File: config.mk
export PLATFORM = sky130hd
export DESIGN_NAME = cpu_param
export DESIGN_NICKNAME = d
export VERILOG_FILES = /design/src/rtl/cpu_param.sv
export SDC_FILE = /design/constraint.sdc
export NUM_CORES = 1
export LEC_CHECK = 0
export ABC_AREA = 0
export CAP_MARGIN = 20
export CORE_MARGIN = 5
export CORE_UTILIZATION = 30
export DETAILED_ROUTE_END_ITERATION = 12
export PLACE_DENSITY = 0.53
export SLEW_MARGIN = 20
export SYNTH_ARGS = -nofsm -noshare
export SYNTH_HDL_FRONTEND = slang
export SYNTH_SLANG_ARGS = --single-unit
File: constraint.sdc
create_clock -name clk -period 2.1 [get_ports clk]
set_input_delay 0.315 -clock clk [delete_from_list [all_inputs] [get_ports clk]]
set_output_delay 0.315 -clock clk [all_outputs]
set_load 0.05 [all_outputs]
File: src/rtl/cpu_param.sv
// cpu_param: parametrised single-cycle CPU. Each valid instruction word is
// fetched and executed in one clock. The block sits between the program ROM
// and the board switch/LED I/O.
//
// Ports:
//   clk         system clock, rising edge
//   n_reset     asynchronous active-low reset
//   data        instruction word: [DATA_W+3:DATA_W] opcode, [DATA_W-1:0] imm
//   data_valid  1 = data is the word at addr this cycle, 0 = stall
//   switch      input port, read by IN A / IN B
//   addr        ROM address (instruction pointer)
//   led         output port register
//   halted      1 while in HALT
//   carry       current carry flag
//
// State | Meaning
// ------+---------------------------------------------------------------
// RUN   | executes data when data_valid=1, holds everything otherwise
// HALT  | entered by HLT; all registers frozen, left only through n_reset
module cpu_param #(
    parameter int DATA_W = 4,
    parameter int ADDR_W = 4
) (
    input  logic              clk,
    input  logic              n_reset,
    input  logic [DATA_W+3:0] data,
    input  logic              data_valid,
    input  logic [DATA_W-1:0] switch,
    output logic [ADDR_W-1:0] addr,
    output logic [DATA_W-1:0] led,
    output logic              halted,
    output logic              carry
);

    if (DATA_W < 4 || DATA_W > 16 || ADDR_W > DATA_W || ADDR_W < 1) begin : g_param_check
        $error("cpu_param: DATA_W must be 4..16 and 1 <= ADDR_W <= DATA_W");
    end

    typedef enum logic {
        ST_RUN  = 1'b0,
        ST_HALT = 1'b1
    } state_t;

    localparam logic [3:0] OP_ADD_AI = 4'b0000;
    localparam logic [3:0] OP_MOV_AB = 4'b0001;
    localparam logic [3:0] OP_IN_A   = 4'b0010;
    localparam logic [3:0] OP_MOV_AI = 4'b0011;
    localparam logic [3:0] OP_MOV_BA = 4'b0100;
    localparam logic [3:0] OP_ADD_BI = 4'b0101;
    localparam logic [3:0] OP_IN_B   = 4'b0110;
    localparam logic [3:0] OP_MOV_BI = 4'b0111;
    localparam logic [3:0] OP_ADD_AB = 4'b1000;
    localparam logic [3:0] OP_OUT_B  = 4'b1001;
    localparam logic [3:0] OP_SUB_AI = 4'b1010;
    localparam logic [3:0] OP_OUT_I  = 4'b1011;
    localparam logic [3:0] OP_JZ     = 4'b1100;
    localparam logic [3:0] OP_HLT    = 4'b1101;
    localparam logic [3:0] OP_JNC    = 4'b1110;
    localparam logic [3:0] OP_JMP    = 4'b1111;

    state_t              state, nxt_state;
    logic [ADDR_W-1:0]   r_ip, nxt_ip;
    logic [DATA_W-1:0]   r_a, nxt_a;
    logic [DATA_W-1:0]   r_b, nxt_b;
    logic [DATA_W-1:0]   r_out, nxt_out;
    logic                r_cf, nxt_cf;
    logic                r_zf, nxt_zf;

    logic [3:0]          op;
    logic [DATA_W-1:0]   imm;
    logic [ADDR_W-1:0]   target;
    logic [ADDR_W-1:0]   ip_inc;
    logic [DATA_W:0]     sum_ai, sum_bi, sum_ab, dif_ai;

    assign op     = data[DATA_W+3:DATA_W];
    assign imm    = data[DATA_W-1:0];
    assign target = imm[ADDR_W-1:0];
    assign ip_inc = r_ip + ADDR_W'(1);

    // One extra bit on every sum: it is the carry out, or the borrow for SUB
    // (a negative difference sets the top bit).
    assign sum_ai = {1'b0, r_a} + {1'b0, imm};
    assign sum_bi = {1'b0, r_b} + {1'b0, imm};
    assign sum_ab = {1'b0, r_a} + {1'b0, r_b};
    assign dif_ai = {1'b0, r_a} - {1'b0, imm};

    always_ff @(posedge clk or negedge n_reset) begin
        if (!n_reset) begin
            state <= ST_RUN;
            r_ip  <= '0;
            r_a   <= '0;
            r_b   <= '0;
            r_out <= '0;
            r_cf  <= 1'b0;
            r_zf  <= 1'b0;
        end else begin
            state <= nxt_state;
            r_ip  <= nxt_ip;
            r_a   <= nxt_a;
            r_b   <= nxt_b;
            r_out <= nxt_out;
            r_cf  <= nxt_cf;
            r_zf  <= nxt_zf;
        end
    end

    always_comb begin
        nxt_state = state;
        nxt_ip    = r_ip;
        nxt_a     = r_a;
        nxt_b     = r_b;
        nxt_out   = r_out;
        nxt_cf    = r_cf;
        nxt_zf    = r_zf;
        if (state == ST_RUN && data_valid) begin
            nxt_ip = ip_inc;
            nxt_cf = 1'b0;
            nxt_zf = 1'b0;
            // Jump conditions use r_cf/r_zf, i.e. the flags from before this
            // instruction.
            case (op)
                OP_ADD_AI: begin
                    nxt_a  = sum_ai[DATA_W-1:0];
                    nxt_cf = sum_ai[DATA_W];
                    nxt_zf = (sum_ai[DATA_W-1:0] == '0);
                end
                OP_ADD_BI: begin
                    nxt_b  = sum_bi[DATA_W-1:0];
                    nxt_cf = sum_bi[DATA_W];
                    nxt_zf = (sum_bi[DATA_W-1:0] == '0);
                end
                OP_ADD_AB: begin
                    nxt_a  = sum_ab[DATA_W-1:0];
                    nxt_cf = sum_ab[DATA_W];
                    nxt_zf = (sum_ab[DATA_W-1:0] == '0);
                end
                OP_SUB_AI: begin
                    nxt_a  = dif_ai[DATA_W-1:0];
                    nxt_cf = dif_ai[DATA_W];
                    nxt_zf = (dif_ai[DATA_W-1:0] == '0);
                end
                OP_MOV_AI: nxt_a   = imm;
                OP_MOV_BI: nxt_b   = imm;
                OP_MOV_AB: nxt_a   = r_b;
                OP_MOV_BA: nxt_b   = r_a;
                OP_IN_A:   nxt_a   = switch;
                OP_IN_B:   nxt_b   = switch;
                OP_OUT_B:  nxt_out = r_b;
                OP_OUT_I:  nxt_out = imm;
                OP_JMP:    nxt_ip  = target;
                OP_JNC:    nxt_ip  = r_cf ? ip_inc : target;
                OP_JZ:     nxt_ip  = r_zf ? target : ip_inc;
                OP_HLT: begin
                    nxt_ip    = r_ip;
                    nxt_state = ST_HALT;
                end
                default: ;
            endcase
        end
    end

    always_comb begin
        addr   = r_ip;
        led    = r_out;
        halted = (state == ST_HALT);
        carry  = r_cf;
    end

endmodule

# Yosys cells after proc, flatten, opt, wreduce, memory -nomap -nowiden
# Index checks and enable logic that the tools add are counted.
dict set report totals {
  register_bits 19
  inputBits 15
  output_inout_bits 10
  elab_cells 51
}
dict set report classes {
  n_addsub 5
  eq_ne 15
  n_mux 8
  bitwise 2
  n_reduce_logical 14
}
# cell n
set ops {}
lappend ops {{== test 4 bit, second input constant} 8}
lappend ops {{case mux 4 bit (4 select lines)} 2}
lappend ops {{case mux 4 bit (6 select lines)} 1}
lappend ops {{zero test 4 bit} 5}
lappend ops {{== test 4 x 3 -> 1 bit, second input constant} 4}
lappend ops {{adder 4 x 4 -> 5 bit} 3}
lappend ops {{AND reduction 2 bit} 5}
lappend ops {{== test 4 x 2 -> 1 bit, second input constant} 2}
lappend ops {{2-to-1 mux 4 bit} 2}
lappend ops {{case mux 1 bit (4 select lines)} 2}
lappend ops {{case mux 4 bit (2 select lines)} 1}
lappend ops {{nonzero test 6 bit} 1}
lappend ops {{subtractor 4 x 4 -> 5 bit} 1}
lappend ops {{adder 4 x 1 -> 4 bit, second input constant} 1}
lappend ops {{== test 4 x 1 -> 1 bit, second input constant} 1}
lappend ops {{nonzero test 4 bit} 1}
lappend ops {{NOT 1 bit} 2}
lappend ops {{nonzero test 2 bit} 1}
lappend ops {{logical AND 1 bit} 1}

# Logic depth before layout (Yosys ltp)
dict set report logic_depth {
  depth_word 3
  depth_mapped 9
  depth_no_buf 9
}

# Least setup slack after synthesis
# OpenSTA, ideal clock, no wires.
dict set report synth_path {
  path_kind {flip-flop to flip-flop}
  start {register r_a[0]}
  end {register r_zf}
  setup_time_ps 77
  t_arrival_ps 1937
  required_ps 2023
  path_slack_ps 87
  path_stages_with_launch 10
  n_path_buf 0
  synth_period_minus_slack_ps 2013
  cell_sequence {dfrtp_1 inv_1 ha_1 inv_1 fa_1 xor2_1 or4b_1 a21oi_1 nor4_1 o21ai_1}
}
dict set report synth_between {
  elab_chain_cells 3
  elab_cells_between_ends 7
  classes_between {3 x add/sub; 1 x mux; 3 x reduce/logical}
}
# item line_no
set synth_rtl {}
lappend synth_rtl {{from (decl)} 63} ;# logic [DATA_W-1:0] r_a, nxt_a;
lappend synth_rtl {{from (signal assigned)} 99} ;# r_a <= nxt_a;
lappend synth_rtl {{subtractor 4 x 4 -> 5 bit (tied with other cells)} 85} ;# assign dif_ai = {1'b0, r_a} - {1'b0, imm};
lappend synth_rtl {{zero test 4 bit, on equally long branches} {140, 125, 135}}
lappend synth_rtl {{case mux 1 bit (4 select lines) *} 121} ;# case (op)
lappend synth_rtl {{to (signal assigned)} 103} ;# r_zf <= nxt_zf;
lappend synth_rtl {{to (decl)} 67} ;# logic r_zf, nxt_zf;
# Every way passes the cells marked *; elsewhere a longest branch is shown, timed or not.
# A chain may end at the register's enable or synchronous reset.

# Worst setup path in the final report
# Same ends and word-level chain as after synthesis.

==> results by group <==
Run status
  • Outcome: completed

Clock network
  • Longest Clk Path Bufs: 2
  • CTS tree: built
  • Skew-Pair Late Insertion Delay: approximately 270 ps
  • Reg clk slew, reported paths: ~90 ps
  • CTS Hold Bufs: 0
  • Max H-tree Level: 1
  • Cts bufs inserted: 3
  • Clock Sink Count: 19
  • CTS root buffer: clkbuf_8

STA
  • Final Critical Period: 2060 ps
  • Fin. Hold Viols: 0
  • Max-slew headroom: 0.660
  • Least-Margin Pin Slew: 509 ps
  • Final period utilization: 0.980
  • Unrepaired setup endpoints after global routing: true
  • Max Fclk: a little under 0.5 GHz
  • Clock skew after layout: 8.81 ps
  • Final hold slack: 381 ps
  • Final setup viols: 0
  • Slew Limit Fails: 0

Power and ir drop
  • Leak Pwr: 1.20 nW
  • Overall Power: 2.98 mW
  • Pwr Density: 1140 mW/mm^2
  • Peak supply drop: 0.684 mV

Yosys
  • Post-synthesis sequential area ratio: 0.255
  • YS warnings: 0
  • Syn Nets: 243
  • Area leader, netlist: dfrtp_1
  • Number of synthesized register bits: 19
  • Unique masters post-synth: 55
  • Synth top area share: 0.255
  • Number of flops mapped to enable cells by yosys: 0
  • Post-Synthesis Cells: 207
  • Most frequent cells after synthesis: a21oi_1 (20), dfrtp_1 (19), ha_1 (17)
  • Predominant post-synthesis flop cell: dfrtp_1
  • Syn Area/Cell: 9.02 um^2
  • Most common cell in the netlist: a21oi_1
  • Dominant cells by area after synthesis: dfrtp_1 (25%), ha_1 (11%), a21oi_1 (5.4%)
  • Post-Syn Area: about 0.0019 mm^2
  • Fraction of registers with async set/reset: 1.00

Placement
  • Final HPWL DP: 4630 um
  • Inst Count DP: 342
  • I/O Buffers: 24
  • Final Wtd Congestion: 0.944

Floorplan
  • FP Rows: 28
  • Placeable Area: 0.00599 mm^2
  • Num ports: 25
  • Die X-Extent: 88.9 um
  • Initial Utilization: 0.312
  • Die Height: 88.9 um
  • Die area: a little under 0.008 mm^2

Min path
  • Worst hold path type: input pin to async pin

Finish
  • Filler Cell Count: 603
  • Non-filler instance count after layout: between 300 and 400
  • # nets final: 309
  • Layout cells sized above 1: 0.294
  • Layout area overhead: 39.5%
  • Antenna Cells: 0

GRT
  • Residual overflow from global routing: 0
  • First-pass GRT wire length: 9630 um
  • Met1 usage: 0.222
  • GRT met2 Usage: 0.265
  • Grt peak-use layer: met2
  • Total GRT Usage: 0.160
  • Vias in the first global route: 1863
  • Largest net degree at the start of global routing: 20
  • Met3 Resource Use GR: 0.0205
  • Antenna violations before repair: 0

Critical path
  • Crit path capture type: flop
  • CP max stage cell: or4b_1
  • Worst path max stage delay: 500 ps
  • CP max FO: 3
  • Setup CP Type: flop to flop
  • Required time of the critical path: approximately 2300 ps
  • CP Launch Type: flop
  • WP data arrival: 2260 ps
  • Critical-path cell list: inv_1 -> ha_1 -> inv_2 -> fa_2 -> xor2_1 -> or4b_1 -> a21oi_1 -> nor4_1 -> o21ai_1

Detailed routing
  • First drt pass iteration count: 4
  • Remaining antenna violation count after routing: 0
  • Via/cell ratio: 5.16
  • Via count: 1791
  • DR WL/cell: ~17 um
  • WL final: around 5700 um
  • Detailed Route Iter0 Violations: 147
  • Drc violations: 0

Job
  • Max-cap violations: 0
==> per-stage QoR <==
step | cell area [um^2] | TNS, ps | utilization | setup WS, ps
floorplan | 1870 | 0 | - | 86.5
global placement | 2490 | -3070 | 0.415 | -544
detailed placement | 2490 | -2980 | 0.415 | -538
CTS | 2570 | 0 | 0.430 | 7.14
global route | 2600 | -118 | 0.435 | -67.0
finish | 2600 | 0 | 0.435 | 43.0
==> layout by cell type (no fill, tap or decap), types with 3 or more instances in the layout <==
master | Yosys | routed
nand3_1 | 5 | 5
ha_2 | 0 | 3
mux2i_1 | 7 | 7
mux2_2 | 5 | 5
xor2_1 | 4 | 4
nor2b_1 | 3 | 3
dfrtp_1 | 19 | 19
clkdlybuf4s50_1 | 0 | 21
a21oi_1 | 20 | 20
nor3_1 | 4 | 4
a21o_1 | 5 | 5
ha_1 | 17 | 13
inv_1 | 13 | 11
buf_4 | 2 | 44
o21ai_0 | 11 | 10
clkbuf_8 | 0 | 3
nor2_1 | 12 | 12
o21ai_1 | 2 | 3
or3_1 | 5 | 4
inv_2 | 2 | 4
and3_1 | 3 | 3
nand2_1 | 14 | 14
==> registers in the layout, summed over array words and instances, names as in the netlist <==
register	cells
r_a	4
addr	4
led	4
r_b	4
halted	1
carry	1
r_zf	1
==> timing repair <==
| action | 4_1_cts | 5_1_grt |
|---|---|---|
| endpoints found under the setup margin | 7 | 6 |
| pin swaps | 1 | 4 |
| setup buffers | 0 | 1 |
| resized for setup | 11 | 8 |
==> logic make-up (layout without fill, tap and decap cells) <==
logic type      after synthesis  after routing  synth area share
flops                        19             19             0.255
buf+inv                      23             88            0.0603
mux                          15             15             0.106
fa+ha+maj                    21             21             0.157
simple gates                 66             66             0.196
compound gates               59             59             0.207
xor+xnor                      4              4            0.0188
==> path summary, 6_finish.rpt <==
path                       endpoint  depth (start not counted)  slack, ps    start
hold reg to reg              halted                          1        500   halted
setup reg to reg               r_zf                          9         40   r_a[0]
setup / recovery               r_zf                          9         40   r_a[0]
max in group asynchronous    r_a[3]                          2       1500  n_reset
min in group clk             halted                          1        500   halted
hold / removal               led[0]                          2        380  n_reset
==> worst max-delay path, delay by kind of cell, from the launching register on <==
| kind | cells | cell delay, ps |
|---|---|---|
| adders and majority gates | 2 | 500 |
| xor gates and xnor gates | 1 | 160 |
| buffers and inverters | 2 | 110 |
| and+or+nand+nor | 2 | 570 |
| AOI/OAI and AO/OA | 2 | 240 |
| DFF | 1 | 420 |
==> where the power goes <==
part	switching (mW)	total [mW]	internal, mW
combinational	1.06	1.97	0.913
clock	0.144	0.280	0.136
sequential	0.203	0.727	0.525
total	1.40	2.98	1.57
==> final cells by class <==
type,count,area [um^2],share of cell area
inverter,15,56.3,0.0216
clock buffer,4,45.0,0.0173
multi-input combinational,165,1340,0.516
timing repair buffer,69,591,0.227
tap,75,93.8,0.0360
sequential,19,475,0.183
==> routing by layer <==
layer  wire (um)  vias up
li1            -      895
met1        2780      857
met2        2680       33
met3         220        6
met4          50        0
met5           0        -
Power figures use the tool's default switching activity.
